**config.mk**
```make
export PLATFORM = sky130hd
export DESIGN_NAME = instr_sequencer
export DESIGN_NICKNAME = d
export VERILOG_FILES = /design/src/rtl/instr_sequencer_pkg.sv /design/src/rtl/instr_sequencer_prog_mem.sv /design/src/rtl/instr_sequencer.sv
export SDC_FILE = /design/constraint.sdc
export NUM_CORES = 1
export LEC_CHECK = 0
export BUFFER_PORTS_ARGS = -buffer_cell sky130_fd_sc_hd__buf_2
export CAP_MARGIN = 20
export CORE_ASPECT_RATIO = 2
export CORE_MARGIN = 2
export CORE_UTILIZATION = 60
export DETAILED_ROUTE_END_ITERATION = 8
export PLACE_DENSITY = 0.85
export SLEW_MARGIN = 20
export SYNTH_ARGS = -nofsm -noshare
export SYNTH_HDL_FRONTEND = slang
export SYNTH_SLANG_ARGS = --single-unit
export TNS_END_PERCENT = 10
```
**constraint.sdc**
```tcl
create_clock -name clk -period 9.75 [get_ports clk]
set_input_delay 1.95 -clock clk [delete_from_list [all_inputs] [get_ports clk]]
set_output_delay 1.95 -clock clk [all_outputs]
set_load 0.02 [all_outputs]
```
**src/rtl/instr_sequencer_pkg.sv**
```systemverilog
// Shared types for the instruction sequencer: opcodes, instruction word layout
// and sequencer FSM states.
package instr_sequencer_pkg;

    typedef enum logic [2:0] {
        ADD = 3'd0,
        SUB = 3'd1,
        AND = 3'd2,
        OR  = 3'd3,
        XOR = 3'd4,
        MUL = 3'd5,
        DIV = 3'd6,
        CMP = 3'd7
    } opcode_e;

    typedef struct packed {
        opcode_e    opcode;
        logic [7:0] a;
        logic [7:0] b;
    } instr_t;

    localparam int INSTR_W = $bits(instr_t);

    typedef enum logic [2:0] {
        S_IDLE  = 3'd0,
        S_FETCH = 3'd1,
        S_ISSUE = 3'd2,
        S_WAIT  = 3'd3,
        S_DONE  = 3'd4
    } seq_state_e;

endpackage

```
**src/rtl/instr_sequencer_prog_mem.sv**
```systemverilog
// Program store: PROG_DEPTH x 19 array, one synchronous write port and one
// synchronous read port whose output register doubles as the issue register.
module seq_prog_mem
    import instr_sequencer_pkg::*;
#(
    parameter int PROG_DEPTH = 16,
    parameter int AW         = $clog2(PROG_DEPTH)
) (
    input  logic          clk,
    input  logic          reset,
    input  logic          wr_en,
    input  logic [AW-1:0] wr_addr,
    input  instr_t        wr_data,
    input  logic          rd_en,
    input  logic [AW-1:0] rd_addr,
    output instr_t        rd_data
);

    instr_t mem [PROG_DEPTH];

    // Array is deliberately left out of reset so a program survives it.
    always_ff @(posedge clk) begin
        if (wr_en) begin
            mem[wr_addr] <= wr_data;
        end
    end

    always_ff @(posedge clk or posedge reset) begin
        if (reset) begin
            rd_data <= '0;
        end else if (rd_en) begin
            rd_data <= mem[rd_addr];
        end
    end

endmodule

```
**src/rtl/instr_sequencer.sv**
```systemverilog
// Instruction sequencer: fetches a stored program and issues it to an execute
// unit one instruction at a time. Define SEQ_LOOP_EN to add the loop input.
module instr_sequencer
    import instr_sequencer_pkg::*;
#(
    parameter int PROG_DEPTH = 16,
    parameter int AW         = $clog2(PROG_DEPTH)
) (
    input  logic          clk,
    input  logic          reset,
`ifdef SEQ_LOOP_EN
    input  logic          loop,
`endif
    input  logic          prog_we,
    input  logic [AW-1:0] prog_addr,
    input  logic [18:0]   prog_wdata,
    input  logic [AW:0]   prog_len,
    input  logic          start,
    input  logic          issue_ready,
    input  logic          res_valid,
    input  logic [7:0]    res_data,
    output logic [2:0]    opcode,
    output logic [7:0]    a,
    output logic [7:0]    b,
    output logic          issue_valid,
    output logic [7:0]    last_result,
    output logic [AW-1:0] pc,
    output logic          busy,
    output logic          done
);

    // state   | meaning
    // IDLE    | waiting for start; program writes accepted
    // FETCH   | reading mem[pc] into the issue register
    // ISSUE   | instruction presented until issue_ready
    // WAIT    | waiting for res_valid from the execute unit
    // DONE    | one-cycle done pulse, then back to IDLE

    localparam logic [AW:0] DEPTH_L = (AW+1)'(PROG_DEPTH);

    seq_state_e    state, state_nxt;
    logic [AW-1:0] pc_nxt;
    logic [AW:0]   len_q, len_nxt, len_eff;
    logic [7:0]    last_nxt;
    logic          rd_en;
    logic          is_last;
    instr_t        rd_data;

    assign len_eff = (prog_len > DEPTH_L) ? DEPTH_L : prog_len;
    assign is_last = ({1'b0, pc} == (len_q - (AW+1)'(1)));

    seq_prog_mem #(
        .PROG_DEPTH (PROG_DEPTH),
        .AW         (AW)
    ) u_prog_mem (
        .clk     (clk),
        .reset   (reset),
        .wr_en   (prog_we && (state == S_IDLE)),
        .wr_addr (prog_addr),
        .wr_data (instr_t'(prog_wdata)),
        .rd_en   (rd_en),
        .rd_addr (pc),
        .rd_data (rd_data)
    );

    always_ff @(posedge clk or posedge reset) begin
        if (reset) begin
            state       <= S_IDLE;
            pc          <= '0;
            len_q       <= '0;
            last_result <= '0;
        end else begin
            state       <= state_nxt;
            pc          <= pc_nxt;
            len_q       <= len_nxt;
            last_result <= last_nxt;
        end
    end

    always_comb begin
        state_nxt = state;
        pc_nxt    = pc;
        len_nxt   = len_q;
        last_nxt  = last_result;
        rd_en     = 1'b0;
        case (state)
            S_IDLE: begin
                if (start) begin
                    len_nxt   = len_eff;
                    pc_nxt    = '0;
                    state_nxt = (len_eff == '0) ? S_DONE : S_FETCH;
                end
            end
            S_FETCH: begin
                rd_en     = 1'b1;
                state_nxt = S_ISSUE;
            end
            S_ISSUE: begin
                if (issue_ready) begin
                    state_nxt = S_WAIT;
                end
            end
            S_WAIT: begin
                if (res_valid) begin
                    last_nxt = res_data;
                    if (is_last) begin
`ifdef SEQ_LOOP_EN
                        if (loop) begin
                            pc_nxt    = '0;
                            state_nxt = S_FETCH;
                        end else begin
                            state_nxt = S_DONE;
                        end
`else
                        state_nxt = S_DONE;
`endif
                    end else begin
                        pc_nxt    = pc + AW'(1);
                        state_nxt = S_FETCH;
                    end
                end
            end
            S_DONE: begin
                state_nxt = S_IDLE;
            end
            default: begin
                state_nxt = S_IDLE;
            end
        endcase
    end

    assign opcode      = rd_data.opcode;
    assign a           = rd_data.a;
    assign b           = rd_data.b;
    assign issue_valid = (state == S_ISSUE);
    assign busy        = (state != S_IDLE);
    assign done        = (state == S_DONE);

endmodule
```
==> results of run 1 <==
state kept, by name, summed over array words and instances, names as in the netlist:
register	flops
last_result	8
len_q	5
pc	4
state	3
u_prog_mem.mem	304
u_prog_mem.rd_data	19
worst register-to-register path: cells and delay by family (launching register included):
kind	cells	cell delay, ps
mux	2	1100
flops	1	900
compound gates	1	340
buf+inv	1	820
kinds of logic (layout without fill, tap and decap cells):
group           after synthesis  after routing  share of synthesized area, %
simple gates                113            113                          3.91
xor+xnor                      5              5                         0.327
flops                       343            343                          75.5
mux                         111            111                          15.6
fa+ha+maj                     2              2                         0.187
compound gates               51             51                          3.01
buf+inv                      41            143                          1.46
layout make-up:
type,instances,area [um^2],share of cell area (%)
Multi-Input combinational cell,282,3160,21.0
Tap cell,276,345,2.30
Timing Repair Buffer,90,514,3.42
Inverter,6,22.5,0.150
Clock buffer,35,736,4.89
Sequential cell,343,10100,67.3
Clock inverter,12,141,0.941
per-layer routing:
metal	global-route usage [%]	wire length [um]	vias up
met4	12.6	1570	0
met3	2.46	1880	73
met1	32.4	10100	3549
met5	0	0	-
li1	-	-	2872
met2	47.2	16700	387
final timing paths:
path                                       startpoint                            endpoint  depth (start not counted)
max in group asynchronous                       reset                   pc[0]$_DFFE_PP0P_                          3
min reg2reg                last_result[6]$_DFFE_PP0P_          last_result[6]$_DFFE_PP0P_                          2
max                              state[0]$_DFFE_PP0P_                                busy                          3
max reg2reg                         pc[0]$_DFFE_PP0P_  u_prog_mem.rd_data[14]$_DFFE_PP0P_                          4
min in group asynchronous                       reset                len_q[1]$_DFFE_PP0P_                          3
min                        last_result[6]$_DFFE_PP0P_          last_result[6]$_DFFE_PP0P_                          2
stage by stage:
step | power (mW) | cells
6_report | 3.89 | 1044
5_1_grt | 4.02 | 1044
4_1_cts | 3.90 | 1041
3_5_place_dp | 2.80 | 994
3_3_place_gp | 2.76 | 992
2_1_floorplan | 2.51 | 666
power groups by stage:
| stage | clock, mW | combinational, mW | sequential [mW] |
|---|---|---|---|
| after floorplan | 0 | 0.674 | 1.83 |
| after global placement | 0 | 0.940 | 1.82 |
| after detailed placement | 0 | 0.979 | 1.82 |
| after CTS | 1.12 | 0.994 | 1.79 |
| after global routing | 1.16 | 1.05 | 1.80 |
| final | 1.11 | 0.993 | 1.79 |
cells in the final DEF (no fill, tap or decap), types with 3 or more instances in the layout:
| cell type | Yosys | final |
|---|---|---|
| mux2i_1 | 20 | 20 |
| o21ai_0 | 5 | 5 |
| o31ai_1 | 5 | 5 |
| nor2_2 | 0 | 8 |
| clkinv_2 | 0 | 4 |
| edfxtp_1 | 304 | 304 |
| nor3_2 | 0 | 4 |
| clkbuf_1 | 17 | 5 |
| clkbuf_8 | 0 | 3 |
| nand2b_1 | 6 | 6 |
| nor2_1 | 22 | 9 |
| buf_2 | 9 | 75 |
| clkinv_1 | 0 | 3 |
| nand2_1 | 46 | 46 |
| nand3_1 | 4 | 4 |
| xnor2_1 | 4 | 4 |
| buf_6 | 4 | 3 |
| clkbuf_16 | 0 | 27 |
| a21oi_1 | 11 | 11 |
| buf_4 | 0 | 10 |
| nor2_4 | 0 | 5 |
| inv_1 | 6 | 5 |
| mux2_2 | 15 | 15 |
| a221o_1 | 14 | 14 |
| mux4_2 | 74 | 74 |
| dfrtp_1 | 39 | 36 |
| nor3_1 | 21 | 17 |
| bufinv_16 | 0 | 3 |
==> metrics.md, run 1 <==
| Metric | Value |
|---|---|
| Clk slew on worst S/H paths | `around 70 ps` |
| Class of the worst hold path | `register to register` |
| Mean number of vias per cell | `around 6.6` |
| Final #Nets | `794` |
| Final instance area | `~15000 um^2` |
| Post-synth EDFFs | `roughly 300` |
| TNS Setup | `0 ps` |
| Utilization after layout | `68.4%` |
| Flop pwr share | `46.1%` |
| Slowest stage delay, CP | `730 ps` |
| Starting Density | `roughly 61%` |
| Setup Buffers After CTS | `0` |
| Endpoint type of the worst setup path | `output port` |
| Max Fclk | `approximately 250 MHz` |
| Most used DFF post-synth | `edfxtp_1` |
| Synth cell types | `47` |
| Critical path cell sequence | `nor3_1, inv_1, buf_2` |
| Final min period | `4070 ps` |
| Power share of the clock group | `28.4%` |
| Drt first pass iters | `5` |
| Largest net degree at the start of global routing | `68` |
| IO Count | `76` |
| Setup violations, final | `0` |
| Net Count, Synth | `710` |
| Ys Warns | `0` |
| Max_cap viols | `0` |
| Area leader, netlist | `edfxtp_1` |
| Initial DRC count | `759` |
| Hold Violations, Final | `0` |
| Htree depth | `1` |
| CP top delay family | `simple AND/OR/NAND/NOR gates` |
| Worst EP required | `~7800 ps` |
| Type of origin of the critical path | `register` |
| Top post-synthesis cells by count | `edfxtp_1, mux4_2, nand2_1` |
| Outcome | `finished, final reports clean` |
| Final WL | `30.3 mm` |
| Antenna Cells | `0` |
| RSZ-0062 raised after global routing | `no` |
| Die Area | `roughly 24000 um^2` |
| Post-DP HPWL | `roughly 19 mm` |
| Yosys top cell area share | `68.2%` |
| Setup WS post-layout | `5680 ps` |
| Hold Buf Count CTS | `0` |
| DP Worst Slack | `just under 6000 ps` |
| Fill count | `1334` |
| Top-count cell post-synth | `edfxtp_1` |
| Placed inst area | `14100 um^2` |
| CTS sink cnt | `roughly 340` |
| FF+latch count, synth | `between 300 and 400` |
| Die Span Y | `215 um` |
| Relative slew margins | `26.4%` |
| Max-slew violation count | `0` |
| CTS buffer count | `27` |
| Reg-to-reg slack, setup | `approximately 6500 ps` |
| Period utilization | `41.7%` |
| Syn Inst Count | `around 670` |
| Gates resized, CTS repair | `0` |
| Maximum vdd drop | `between 0.2 and 0.25 mV` |
| CP arrival | `about 2100 ps` |
| Pwr dens | `roughly 260 nW/um^2` |
| Async SR Flop Fraction | `11.4%` |
| First-pass GRT wire length | `44.7 mm` |
| Residual DRC count | `0` |
| Crit-path max FO | `12` |
| Top post-synthesis cells by area | `edfxtp_1, mux4_2, dfrtp_1` |
| Internal Power | `roughly 2.7 mW` |
| Total GRT Usage | `26.7%` |
| DR vias | `6881` |
| Share of layout cells above drive strength 1 | `31.8%` |
| Routed WL per cell | `29.0 um` |
| Combinational share of power | `~26%` |
| Antenna viol nets, final | `0` |
| Avg Synthesized Cell Area | `approximately 20 um^2` |
| Die Span X | `approximately 110 um` |
| Vias in the first global route | `~7200` |
| Post-synthesis cell area | `around 13000 um^2` |
| Worst skew pair latency | `approximately 550 ps` |
| Sw Share | `29.8%` |
| Initial antenna violation count | `0` |
| Clk_skew | `26.0 ps` |
| Fin Hold WS | `477 ps` |
| Psw | `1.16 mW` |
| CTS tree | `yes` |
| Final Wtd Congestion | `approximately 0.90` |
| I/O Buffers | `75` |
| WP buf/inv | `2` |
| Critical path's slowest cell | `nor3_1` |
| Slew @ Worst Pin | `between 1000 and 1500 ps` |
| Clk root buf | `clkbuf_16` |
| Row cnt | `77` |
| Remaining Overflow, GRT | `0` |
| Worst Setup Path Type | `register to output port` |
| Register area share after synthesis | `approximately 76%` |
| Leakage | `~5 nW` |
| Clk buf depth | `3` |
| Synth-to-layout area growth | `12.3%` |
| Core area | `around 22000 um^2` |
(Power assumes the default switching activity.)
==> run 2, diff against run 1 <==
ABC_AREA = 1   (was not set)
CORE_UTILIZATION = 55   (was 60)
PLACE_DENSITY = 0.82   (was 0.85)
clock period = 3.44 ns   (was 9.75 ns; I/O delays follow)
==> metrics.md, run 2 <==
| Metric | Value |
|---|---|
| Outcome | `finished, final reports clean` |
| Gates resized, CTS repair | `0 (unchanged)` |
| Max_cap viols | `0 (unchanged)` |
| Commonest non-fill, non-tap cells in the layout | `nand2_1, edfxtp_1, nand3_1` |
| Pwr dens | `699 nW/um^2 (+170%)` |
| TNS Setup | `0 ps (unchanged)` |
| Top post-synthesis cells by area | `edfxtp_1, nand2_1, dfrtp_1` |
| Met3 wire len | `2.91 mm (+55%)` |
| Share of layout cells above drive strength 1 | `14.8% (-17 points)` |
| Highest routed layer | `met4` |
| Endpoint type of the worst setup path | `output port` |
| IO Count | `76 (unchanged)` |
| Final WL | `34.8 mm (+15%)` |
| Final #Nets | `1286 (+62%)` |
| Largest net degree at the start of global routing | `89 (+31%)` |
| Initial antenna violation count | `1 (+1)` |
| Leakage | `5.87 nW (+19%)` |
| I/O Buffers | `75 (unchanged)` |
| Ys Warns | `0 (unchanged)` |
| Top post-synthesis cells by count | `nand2_1, edfxtp_1, nand3_1` |
| Maximum vdd drop | `0.356 mV (+52%)` |
| Die Area | `26500 um^2 (+12%)` |
| Worst skew pair latency | `560 ps (about the same)` |
| Top flop regs | `u_prog_mem.mem (304), u_prog_mem.rd_data (19), last_result (8)` |
| Most flop-heavy register | `u_prog_mem.mem` |
| Clk root buf | `clkbuf_16` |
| Residual DRC count | `0 (unchanged)` |
| CTS sink cnt | `343 (unchanged)` |
| Vias in the first global route | `9496 (+33%)` |
| Starting Density | `55.5% (-5.4 points)` |
| Syn Inst Count | `1167 (+75%)` |
| Htree depth | `1 (unchanged)` |
| Crit-path max FO | `54 (+42)` |
| DR vias | `9474 (+38%)` |
| Post-synthesis cell area | `13800 um^2 (+3.4%)` |
| Top-count cell post-synth | `nand2_1` |
| Worst Setup Path Type | `register to output port` |
| M1 WL | `11.7 mm (+16%)` |
| Setup Buffers After CTS | `0 (unchanged)` |
| Async SR Flop Fraction | `11.4% (unchanged)` |
| Net Count, Synth | `1211 (+71%)` |
| Die Span Y | `228 um (+6.1%)` |
| Clk slew on worst S/H paths | `70 ps (about the same)` |
| Utilization after layout | `62.5% (-6.0 points)` |
| DR WL met2 | `18.2 mm (+8.7%)` |
| Max FFs per register | `304 (unchanged)` |
| Sequential standard cell area | `10100 um^2 (about the same)` |
| Register area share after synthesis | `73.0% (-2.5 points)` |
| Final min period | `around 2700 ps` |
| Routed WL per cell | `21.7 um (-25%)` |
| RSZ-0062 raised after global routing | `no` |
| Type of origin of the critical path | `register` |
| Fin Hold WS | `346 ps (-131 ps)` |
| Multi-input logic area | `3370 um^2 (+6.7%)` |
| Area leader, netlist | `edfxtp_1` |
| Clk buf depth | `3 (unchanged)` |
| Synth cell types | `29 (-38%)` |
| Max-slew violation count | `0 (unchanged)` |
| Antenna viol nets, final | `0 (unchanged)` |
| Final Wtd Congestion | `0.861 (-4.2%)` |
| CTS tree | `yes` |
| Row cnt | `82 (+6.5%)` |
| Class of the worst hold path | `primary input to async pin` |
| Post-DP HPWL | `21.6 mm (+16%)` |
| Max Fclk | `374 MHz` |
| Setup violations, final | `0 (unchanged)` |
| Clk_skew | `15.2 ps (-10.8 ps)` |
| Initial DRC count | `1218 (+60%)` |
| Fill count | `1799 (+35%)` |
| Most common cell after layout, fill and taps aside | `nand2_1` |
| FF+latch count, synth | `343 (unchanged)` |
| CTS buffer count | `28 (+3.7%)` |
| Core area | `24900 um^2 (+13%)` |
| Yosys top cell area share | `66.0% (-2.3 points)` |
| Synth-to-layout area growth | `12.5%` |
| Relative slew margins | `37.0% (+11 points)` |
| Worst EP required | `2750 ps (-5050 ps)` |
| Period utilization | `77.6%` |
| Most used DFF post-synth | `edfxtp_1` |
| Drt first pass iters | `6 (+1)` |
| Post-synth EDFFs | `304 (unchanged)` |
| First-pass GRT wire length | `52.6 mm (+18%)` |
| Avg Synthesized Cell Area | `11.9 um^2 (-41%)` |
| Die Span X | `116 um (+6.0%)` |
| Total GRT Usage | `26.6% (-0.11 points)` |
| Remaining Overflow, GRT | `0 (unchanged)` |
| Hold Buf Count CTS | `0 (unchanged)` |
| Hold Violations, Final | `0 (unchanged)` |
| CP arrival | `1980 ps (-140 ps)` |
| Slew @ Worst Pin | `943 ps (-160 ps)` |
| Mean number of vias per cell | `5.92 (-10%)` |
==> run 2: layout make-up <==
class | instances | area share [%]
antenna | 1 | 0.0161
clock buffer | 35 | 4.80
clock inverter | 17 | 0.771
inverter | 28 | 0.691
multi-input combinational | 732 | 21.6
sequential | 343 | 64.9
tap | 336 | 2.70
timing repair buffer | 109 | 4.45
==> run 2: report_power, final <==
part	internal, mW	switching, mW	total, mW	leakage [nW]
registers	4.81	0.239	5.05	3.20
clock network	1.63	1.43	3.05	0.425
logic	0.885	1.91	2.79	2.25
total	7.32	3.57	10.9	5.87
==> run 2: cells by family (layout without fill, tap and decap cells) <==
family | Yosys count | in the layout | share of synthesized area (%)
flops | 343 | 343 | 73.0
xor+xnor | 2 | 2 | 0.127
compound gates | 98 | 98 | 4.14
mux | 13 | 13 | 1.01
simple gates | 617 | 617 | 18.6
other cells | 0 | 1 | 0
fa+ha+maj | 2 | 2 | 0.181
buf+inv | 92 | 189 | 2.92
==> run 2: path summary, 6_finish.rpt <==
path                       cells past startpoint                         startpoint  slack (ps)                                end
hold reg to reg                                2  u_prog_mem.rd_data[7]$_DFFE_PP0P_         480  u_prog_mem.rd_data[7]$_DFFE_PP0P_
min in group clk                               3                        prog_len[3]         360               len_q[3]$_DFFE_PP0P_
hold / removal                                 2                              reset         350                  pc[2]$_DFFE_PP0P_
max in group asynchronous                      2                              reset        2420                  pc[0]$_DFFE_PP0P_
setup reg to reg                               6               state[2]$_DFFE_PP0P_         800    u_prog_mem.mem[3][16]$_DFFE_PP_
setup / recovery                               2                  pc[0]$_DFFE_PP0P_         770                              pc[0]
==> run 2: metal layers <==
metal  track usage (%)  up-vias
met5                 0        -
met1              31.6     4524
met2              46.2      604
met3              3.53      121
met4              13.9        0
li1                  -     4225
==> run 2: through the flow <==
stage	total power [mW]	cells	area, um^2	worst slack, ps
2_1_floorplan	6.96	1167	13800	1020
3_3_place_gp	7.78	1548	14700	988
3_5_place_dp	7.88	1548	14700	876
4_1_cts	10.9	1600	15600	771
5_1_grt	11.4	1600	15600	641
6_report	10.9	1601	15600	769
==> run 2: critical path, cell delays in order (launching register included) <==
cell and delay, ps:
dfrtp_4 590, buf_4 540, buf_2 270
